`config.mk`:
```
export PLATFORM = sky130hd
export DESIGN_NAME = fetch_unit_flat
export DESIGN_NICKNAME = d
export VERILOG_FILES = /design/src/rtl/fetch_unit_if.sv /design/src/rtl/fetch_unit.sv /design/src/flat_wrapper.sv
export SDC_FILE = /design/constraint.sdc
export NUM_CORES = 1
export LEC_CHECK = 0
export CAP_MARGIN = 15
export CORE_MARGIN = 1
export CORE_UTILIZATION = 25
export DETAILED_ROUTE_END_ITERATION = 10
export GPL_TIMING_DRIVEN = 0
export HOLD_SLACK_MARGIN = 0.05
export PLACE_DENSITY = 0.5
export SLEW_MARGIN = 30
export SYNTH_ARGS = -nofsm -noshare
export SYNTH_HDL_FRONTEND = slang
export SYNTH_SLANG_ARGS = --single-unit
export TNS_END_PERCENT = 10
```
`constraint.sdc`:
```
create_clock -name Clock -period 5 [get_ports Clock]
set_input_delay 0.75 -clock Clock [delete_from_list [all_inputs] [get_ports Clock]]
set_output_delay 0.75 -clock Clock [all_outputs]
set_load 0.1 [all_outputs]
```
`src/rtl/fetch_unit_if.sv`:
```
// Signal bundle between the fetch unit, the instruction cache, the execute
// redirect path and the decode stage.
interface fetch_unit_if;
  logic [31:0] InstructionAddress;
  logic [31:0] Instruction;
  logic        InstructionReady;
  logic        RedirectValid;
  logic [31:0] RedirectAddress;
  logic        DecodeValid;
  logic [31:0] DecodeInstruction;
  logic [31:0] DecodePC;
  logic        DecodeReady;

  modport master (
    output InstructionAddress, DecodeValid, DecodeInstruction, DecodePC,
    input  Instruction, InstructionReady, RedirectValid, RedirectAddress, DecodeReady
  );

  modport slave (
    input  InstructionAddress, DecodeValid, DecodeInstruction, DecodePC,
    output Instruction, InstructionReady, RedirectValid, RedirectAddress, DecodeReady
  );
endinterface

```
`src/rtl/fetch_unit.sv`:
```
// Instruction fetch: ISSUE/WAIT sequencer driving the cache address from the PC,
// a FIFO of {PC, instruction} toward decode, and a pending-redirect register.
module fetch_unit #(
  parameter logic [31:0] ResetVector = 32'h0000_0000,
  parameter int unsigned Depth       = 4
) (
  input logic          Clock,
  input logic          Reset,
  fetch_unit_if.master bus
);
  localparam int unsigned    PtrW      = $clog2(Depth);
  localparam int unsigned    CntW      = PtrW + 1;
  localparam logic [CntW-1:0] FullCount = CntW'(Depth);

  typedef enum logic [0:0] {ST_ISSUE = 1'b0, ST_WAIT = 1'b1} state_t;

  state_t            state_r, state_s;
  logic [31:0]       pc_r, pc_s;
  logic [31:0]       pending_r, pending_s;
  logic              pending_valid_r, pending_valid_s;
  logic [PtrW-1:0]   wr_ptr_r, rd_ptr_r;
  logic [CntW-1:0]   count_r;
  logic              push_s, pop_s;
  logic [31:0]       redirect_target_s;
  logic [31:0]       pc_mem_r    [Depth];
  logic [31:0]       instr_mem_r [Depth];

  assign redirect_target_s = bus.RedirectAddress & ~32'h0000_0003;
  // A live redirect flushes the queue, so decode's handshake is ignored that cycle.
  assign pop_s = (count_r != CntW'(0)) && bus.DecodeReady && !bus.RedirectValid;

  always_comb begin
    state_s         = state_r;
    pc_s            = pc_r;
    pending_s       = pending_r;
    pending_valid_s = pending_valid_r;
    push_s          = 1'b0;
    case (state_r)
      ST_ISSUE: begin
        state_s = ST_WAIT;
        if (bus.RedirectValid) begin
          pending_s       = redirect_target_s;
          pending_valid_s = 1'b1;
        end else begin
          pending_valid_s = pending_valid_r;
        end
      end
      ST_WAIT: begin
        if (bus.InstructionReady) begin
          if (bus.RedirectValid) begin
            pc_s            = redirect_target_s;
            pending_valid_s = 1'b0;
            state_s         = ST_ISSUE;
          end else if (pending_valid_r) begin
            // The returned word belongs to the abandoned path and is dropped.
            pc_s            = pending_r;
            pending_valid_s = 1'b0;
            state_s         = ST_ISSUE;
          end else if (count_r != FullCount) begin
            push_s  = 1'b1;
            pc_s    = pc_r + 32'd4;
            state_s = ST_ISSUE;
          end else begin
            state_s = ST_WAIT;
          end
        end else begin
          state_s = ST_WAIT;
          if (bus.RedirectValid) begin
            pending_s       = redirect_target_s;
            pending_valid_s = 1'b1;
          end else begin
            pending_valid_s = pending_valid_r;
          end
        end
      end
      default: begin
        state_s = ST_ISSUE;
      end
    endcase
  end

  always_ff @(posedge Clock) begin
    if (Reset) begin
      state_r         <= ST_ISSUE;
      pc_r            <= ResetVector & ~32'h0000_0003;
      pending_r       <= 32'h0000_0000;
      pending_valid_r <= 1'b0;
      wr_ptr_r        <= PtrW'(0);
      rd_ptr_r        <= PtrW'(0);
      count_r         <= CntW'(0);
    end else begin
      state_r         <= state_s;
      pc_r            <= pc_s;
      pending_r       <= pending_s;
      pending_valid_r <= pending_valid_s;
      if (bus.RedirectValid) begin
        wr_ptr_r <= PtrW'(0);
        rd_ptr_r <= PtrW'(0);
        count_r  <= CntW'(0);
      end else begin
        if (push_s) wr_ptr_r <= wr_ptr_r + PtrW'(1);
        if (pop_s)  rd_ptr_r <= rd_ptr_r + PtrW'(1);
        case ({push_s, pop_s})
          2'b10:   count_r <= count_r + CntW'(1);
          2'b01:   count_r <= count_r - CntW'(1);
          default: count_r <= count_r;
        endcase
      end
    end
  end

  always_ff @(posedge Clock) begin
    if (push_s && !Reset) begin
      pc_mem_r[wr_ptr_r]    <= pc_r;
      instr_mem_r[wr_ptr_r] <= bus.Instruction;
    end
  end

  assign bus.InstructionAddress = pc_r;
  assign bus.DecodeValid        = (count_r != CntW'(0));
  assign bus.DecodePC           = pc_mem_r[rd_ptr_r];
  assign bus.DecodeInstruction  = instr_mem_r[rd_ptr_r];
endmodule

```
`src/flat_wrapper.sv`:
```
// flat-port wrapper written by rule: the top's interface ports become plain ports
module fetch_unit_flat 
#(
  parameter logic [31:0] ResetVector = 32'h0000_0000,
  parameter int unsigned Depth       = 4
)
  (Clock, Reset, bus_InstructionAddress, bus_DecodeValid, bus_DecodeInstruction, bus_DecodePC, bus_Instruction, bus_InstructionReady, bus_RedirectValid, bus_RedirectAddress, bus_DecodeReady);
  fetch_unit_if bus_i ();
  input logic Clock;
  input logic Reset;
  output wire logic [$bits(bus_i.InstructionAddress)-1:0] bus_InstructionAddress;
  output wire logic [$bits(bus_i.DecodeValid)-1:0] bus_DecodeValid;
  output wire logic [$bits(bus_i.DecodeInstruction)-1:0] bus_DecodeInstruction;
  output wire logic [$bits(bus_i.DecodePC)-1:0] bus_DecodePC;
  input wire logic [$bits(bus_i.Instruction)-1:0] bus_Instruction;
  input wire logic [$bits(bus_i.InstructionReady)-1:0] bus_InstructionReady;
  input wire logic [$bits(bus_i.RedirectValid)-1:0] bus_RedirectValid;
  input wire logic [$bits(bus_i.RedirectAddress)-1:0] bus_RedirectAddress;
  input wire logic [$bits(bus_i.DecodeReady)-1:0] bus_DecodeReady;
  assign bus_InstructionAddress = bus_i.InstructionAddress;
  assign bus_DecodeValid = bus_i.DecodeValid;
  assign bus_DecodeInstruction = bus_i.DecodeInstruction;
  assign bus_DecodePC = bus_i.DecodePC;
  assign bus_i.Instruction = bus_Instruction;
  assign bus_i.InstructionReady = bus_InstructionReady;
  assign bus_i.RedirectValid = bus_RedirectValid;
  assign bus_i.RedirectAddress = bus_RedirectAddress;
  assign bus_i.DecodeReady = bus_DecodeReady;
  fetch_unit #(.ResetVector(ResetVector), .Depth(Depth)) u_core (.Clock(Clock), .Reset(Reset), .bus(bus_i));
endmodule
```
==> results.ini, run 1 <==
[pwr]
p_sw_mw = 1.433
switching_share_pct = 23.34
p_leak_nw = 5.228
intPower_mw = 4.708
p_total_mw = 6.141
peakVddDrop_uv = 188.7
p_comb_share_pct = 7.1
seq_power_share_pct = 47.9
p_clk_share_pct = 45.1
power-per-cell-area_mw_per_mm2 = 372.5

[critical_path]
slowest_stage = clkdlybuf4s50_1
crit_type = flip-flop to output port
path_cells = buf_1 > clkbuf_1 > mux4_2 > clkdlybuf4s50_1
r2r_slack_ns = 1.87
worstPathRequired_ns = 4.25
path_buf_inv = 3
critical-path-top-delay-family = buffers and inverters
end_kind = output port
r2r_start = u_core.pending_valid_r$_SDFF_PP0_
slowest_delay_ns = 1.17
crit_path_start_kind = flip-flop
path_max_fanout = 10
critPathArrivalTime_ns = 3.56

[synthesis]
yosysTopAreaCell = edfxtp_1
netlist-cell-type-count = 61
netlist_area_mm2 = 0.01273
async_flop_share_pct = 0
synthTopCellsByCount = 248 x edfxtp_1, 105 x nand2_1, 71 x dfxtp_1
syn_inst = 826
synth.area.top_cells = edfxtp_1 58%, dfxtp_1 11%, mux4_2 11%, nand2_1 3.1%, a21oi_1 2.2%
synth-main-ff-cell = edfxtp_1
synth_top_area_share_pct = 58.48
synth_area_per_cell_um2 = 15.42
seq_area_frac_synth_pct = 69.65
ys.warnings.count = 0
synth_edf_count = 248
synth.most_common_cell = edfxtp_1
synth-seq-cells = 319

[global_route]
grt_pass1_vias = 8150
track_usage_pct = 13.71
grt_max_degree = 37
grt_pass1_wl_um = 52180
overflow = 0
antenna_found_initial = 0

[clock_tree]
clk_pin_slew_ns = 0.06
cts_buffer_depth = 3
cts_tree = done
postCtsSetupRepairBufs = 0
ctsResizeCount = 0
root_buffer = clkbuf_16
cts.sinks = 319
clock_insertion_delay_worst_skew_ns = 0.54
hold_buffers = 0
numCtsBuffers = 38
htree_levels = 2

[place]
dp.cells = 1665
place_congestion = 0.8323
hpwl_um = 23430
post_dp_cell_area_mm2 = 0.01526
port_buffers = 158

[routing]
ant_nets = 0
drc = 0
drtIter0Drc = 628
wl_um = 35210
vias_per_cell = 4.542
vias = 7863
drtPass1Iterations = 5
wl_per_cell_um = 20.34

[hold_path]
hold_start = u_core.pending_r[28]$_SDFFE_PP0P_
min_path_type = flip-flop to flip-flop

[floorplan]
die_w_um = 227.7
core_area_mm2 = 0.05017
rows = 82
fp.dieArea_mm2 = 0.05184
start_util_pct = 25.38
pin_count = 166
fp.dieH_um = 227.7

[sta]
max_freq_mhz = 231.9
fin_crit_ns = 4.313
setup_violations = 0
hold_violations = 0
worstMarginPinSlew_ns = 1.036
fin_skew_ns = 0.01883
rsz0062_at_grt = false
period_share_pct = 86.26
slew-limit-headroom_pct = 30.71
maxSlewViolCount = 0

[final_layout]
fillers = 4921
instances_no_fill = 1731
final_layout_size_suffix_gt1_share_pct = 15.49
nNetsFinal = 1109
design_area_mm2 = 0.01648
syn_to_final_growth_pct = 29.46
n_antenna_cell = 0
regArea_mm2 = 0.008869
multiInputGateArea_mm2 = 0.003618

[job]
max_cap_viol_count = 0

[outcome]
status = finished, final reports clean

==> tightest hold or removal path: cells and delay by family, from the launching register on <==
kind / cells / cell delay [ns]
DFF: 1 / 0.30
AOI/OAI and AO/OA: 1 / 0.05
and+or+nand+nor: 1 / 0.05
==> metal layers <==
metal | GRT usage [%] | vias up | wire length [µm]
met4 | 4.503 | 0 | 932
li1 | - | 3622 | -
met5 | 0 | - | 0
met2 | 21.91 | 248 | 16400
met1 | 18.32 | 3943 | 15860
met3 | 3.137 | 50 | 2016
==> state kept, by name, indices dropped and copies added, names as in the netlist, named ones only <==
signal and cells:
u_core.instr_mem_r 128, u_core.pc_mem_r 120, u_core.bus.InstructionAddress 30, u_core.pending_r 30, u_core.count_r 3, u_core.rd_ptr_r 2, u_core.wr_ptr_r 2, u_core.pending_valid_r 1
u_core.state_r 1
==> cell usage in the layout (no fill, tap or decap), types with 3 or more instances in the layout <==
master	instances
a211oi_1	4
a21oi_1	57
a221o_1	3
a22oi_1	5
a31oi_1	3
a32o_1	3
and2_4	4
and3_1	10
buf_1	5
buf_12	4
buf_2	22
buf_4	4
bufinv_16	4
clkbuf_1	37
clkbuf_16	41
clkdlybuf4s50_1	145
clkinv_1	9
clkinv_2	3
conb_1	4
dfxtp_1	71
edfxtp_1	248
ha_1	6
inv_1	15
mux2i_1	7
mux4_2	62
nand2_1	105
nand3_1	18
nand4_1	6
nor2_1	25
nor3_1	8
o211ai_1	8
o21ai_0	40
o22ai_1	4
or2_2	3
or3_1	5
xnor2_1	7
xor2_1	8
==> power by group through the flow <==
stage | clock network [mW] | logic, mW | registers [mW]
final | 2.77 | 0.434 | 2.94
after global routing | 2.95 | 0.459 | 2.95
after CTS | 2.86 | 0.436 | 2.94
after detailed placement | 0 | 0.434 | 3.00
after global placement | 0 | 0.433 | 3.00
after floorplan | 0 | 0.183 | 3.07
==> per-stage QoR <==
step / setup TNS [ns] / worst slack [ns] / utilization (%) / hold slack [ns]
2_1_floorplan: 0 / 1.382 / - / 0.4312
3_3_place_gp: -214.87 / -0.9359 / 30.23 / 0.4373
4_1_cts: 0 / 0.4786 / 32.88 / 0.4511
6_report: 0 / 0.6870 / 32.86 / 0.4532
5_1_grt: 0 / 0.4683 / 32.86 / 0.4708
3_5_place_dp: 0 / 1.080 / 30.41 / 0.4437
==> path summary, 6_finish.rpt <==
kind	endpoint	cells past startpoint
setup / recovery	bus_DecodePC[5]	4
hold / removal	u_core.pending_r[28]$_SDFFE_PP0P_	2
setup reg to reg	u_core.instr_mem_r[3][16]$_DFFE_PP_	6
hold reg to reg	u_core.pending_r[28]$_SDFFE_PP0P_	2
==> cell type report <==
class,count,area share (%)
Multi-Input combinational cell,446,21.95
Timing Repair Buffer,164,10.02
Clock inverter,17,1.101
Sequential cell,319,53.80
Buffer,48,1.260
Clock buffer,49,6.406
Inverter,16,0.3643
Tap cell,672,5.101
==> cells by family after synthesis <==
logic type,share of synthesized area (%)
AO/OA/AOI/OAI,7.193
other,0.02945
adder cells (fa/ha/maj),0.7468
flip-flops,69.65
multiplexers,11.52
AND/OR/NAND/NOR,7.733
buffers and inverters,2.103
XOR/XNOR,1.032
No activity file was read; power rests on OpenSTA's default activity.
==> inputs of run 2 (changes only) <==
--- a/config.mk
+++ b/config.mk
@@ -5,6 +5,7 @@
 export SDC_FILE = /design/constraint.sdc
 export NUM_CORES = 1
 export LEC_CHECK = 0
+export ABC_CLOCK_PERIOD_IN_PS = 5000
 export CAP_MARGIN = 15
 export CORE_MARGIN = 1
 export CORE_UTILIZATION = 25
==> results of run 2 <==
The final DEF is identical to that of run 1; final timing and power are the same.
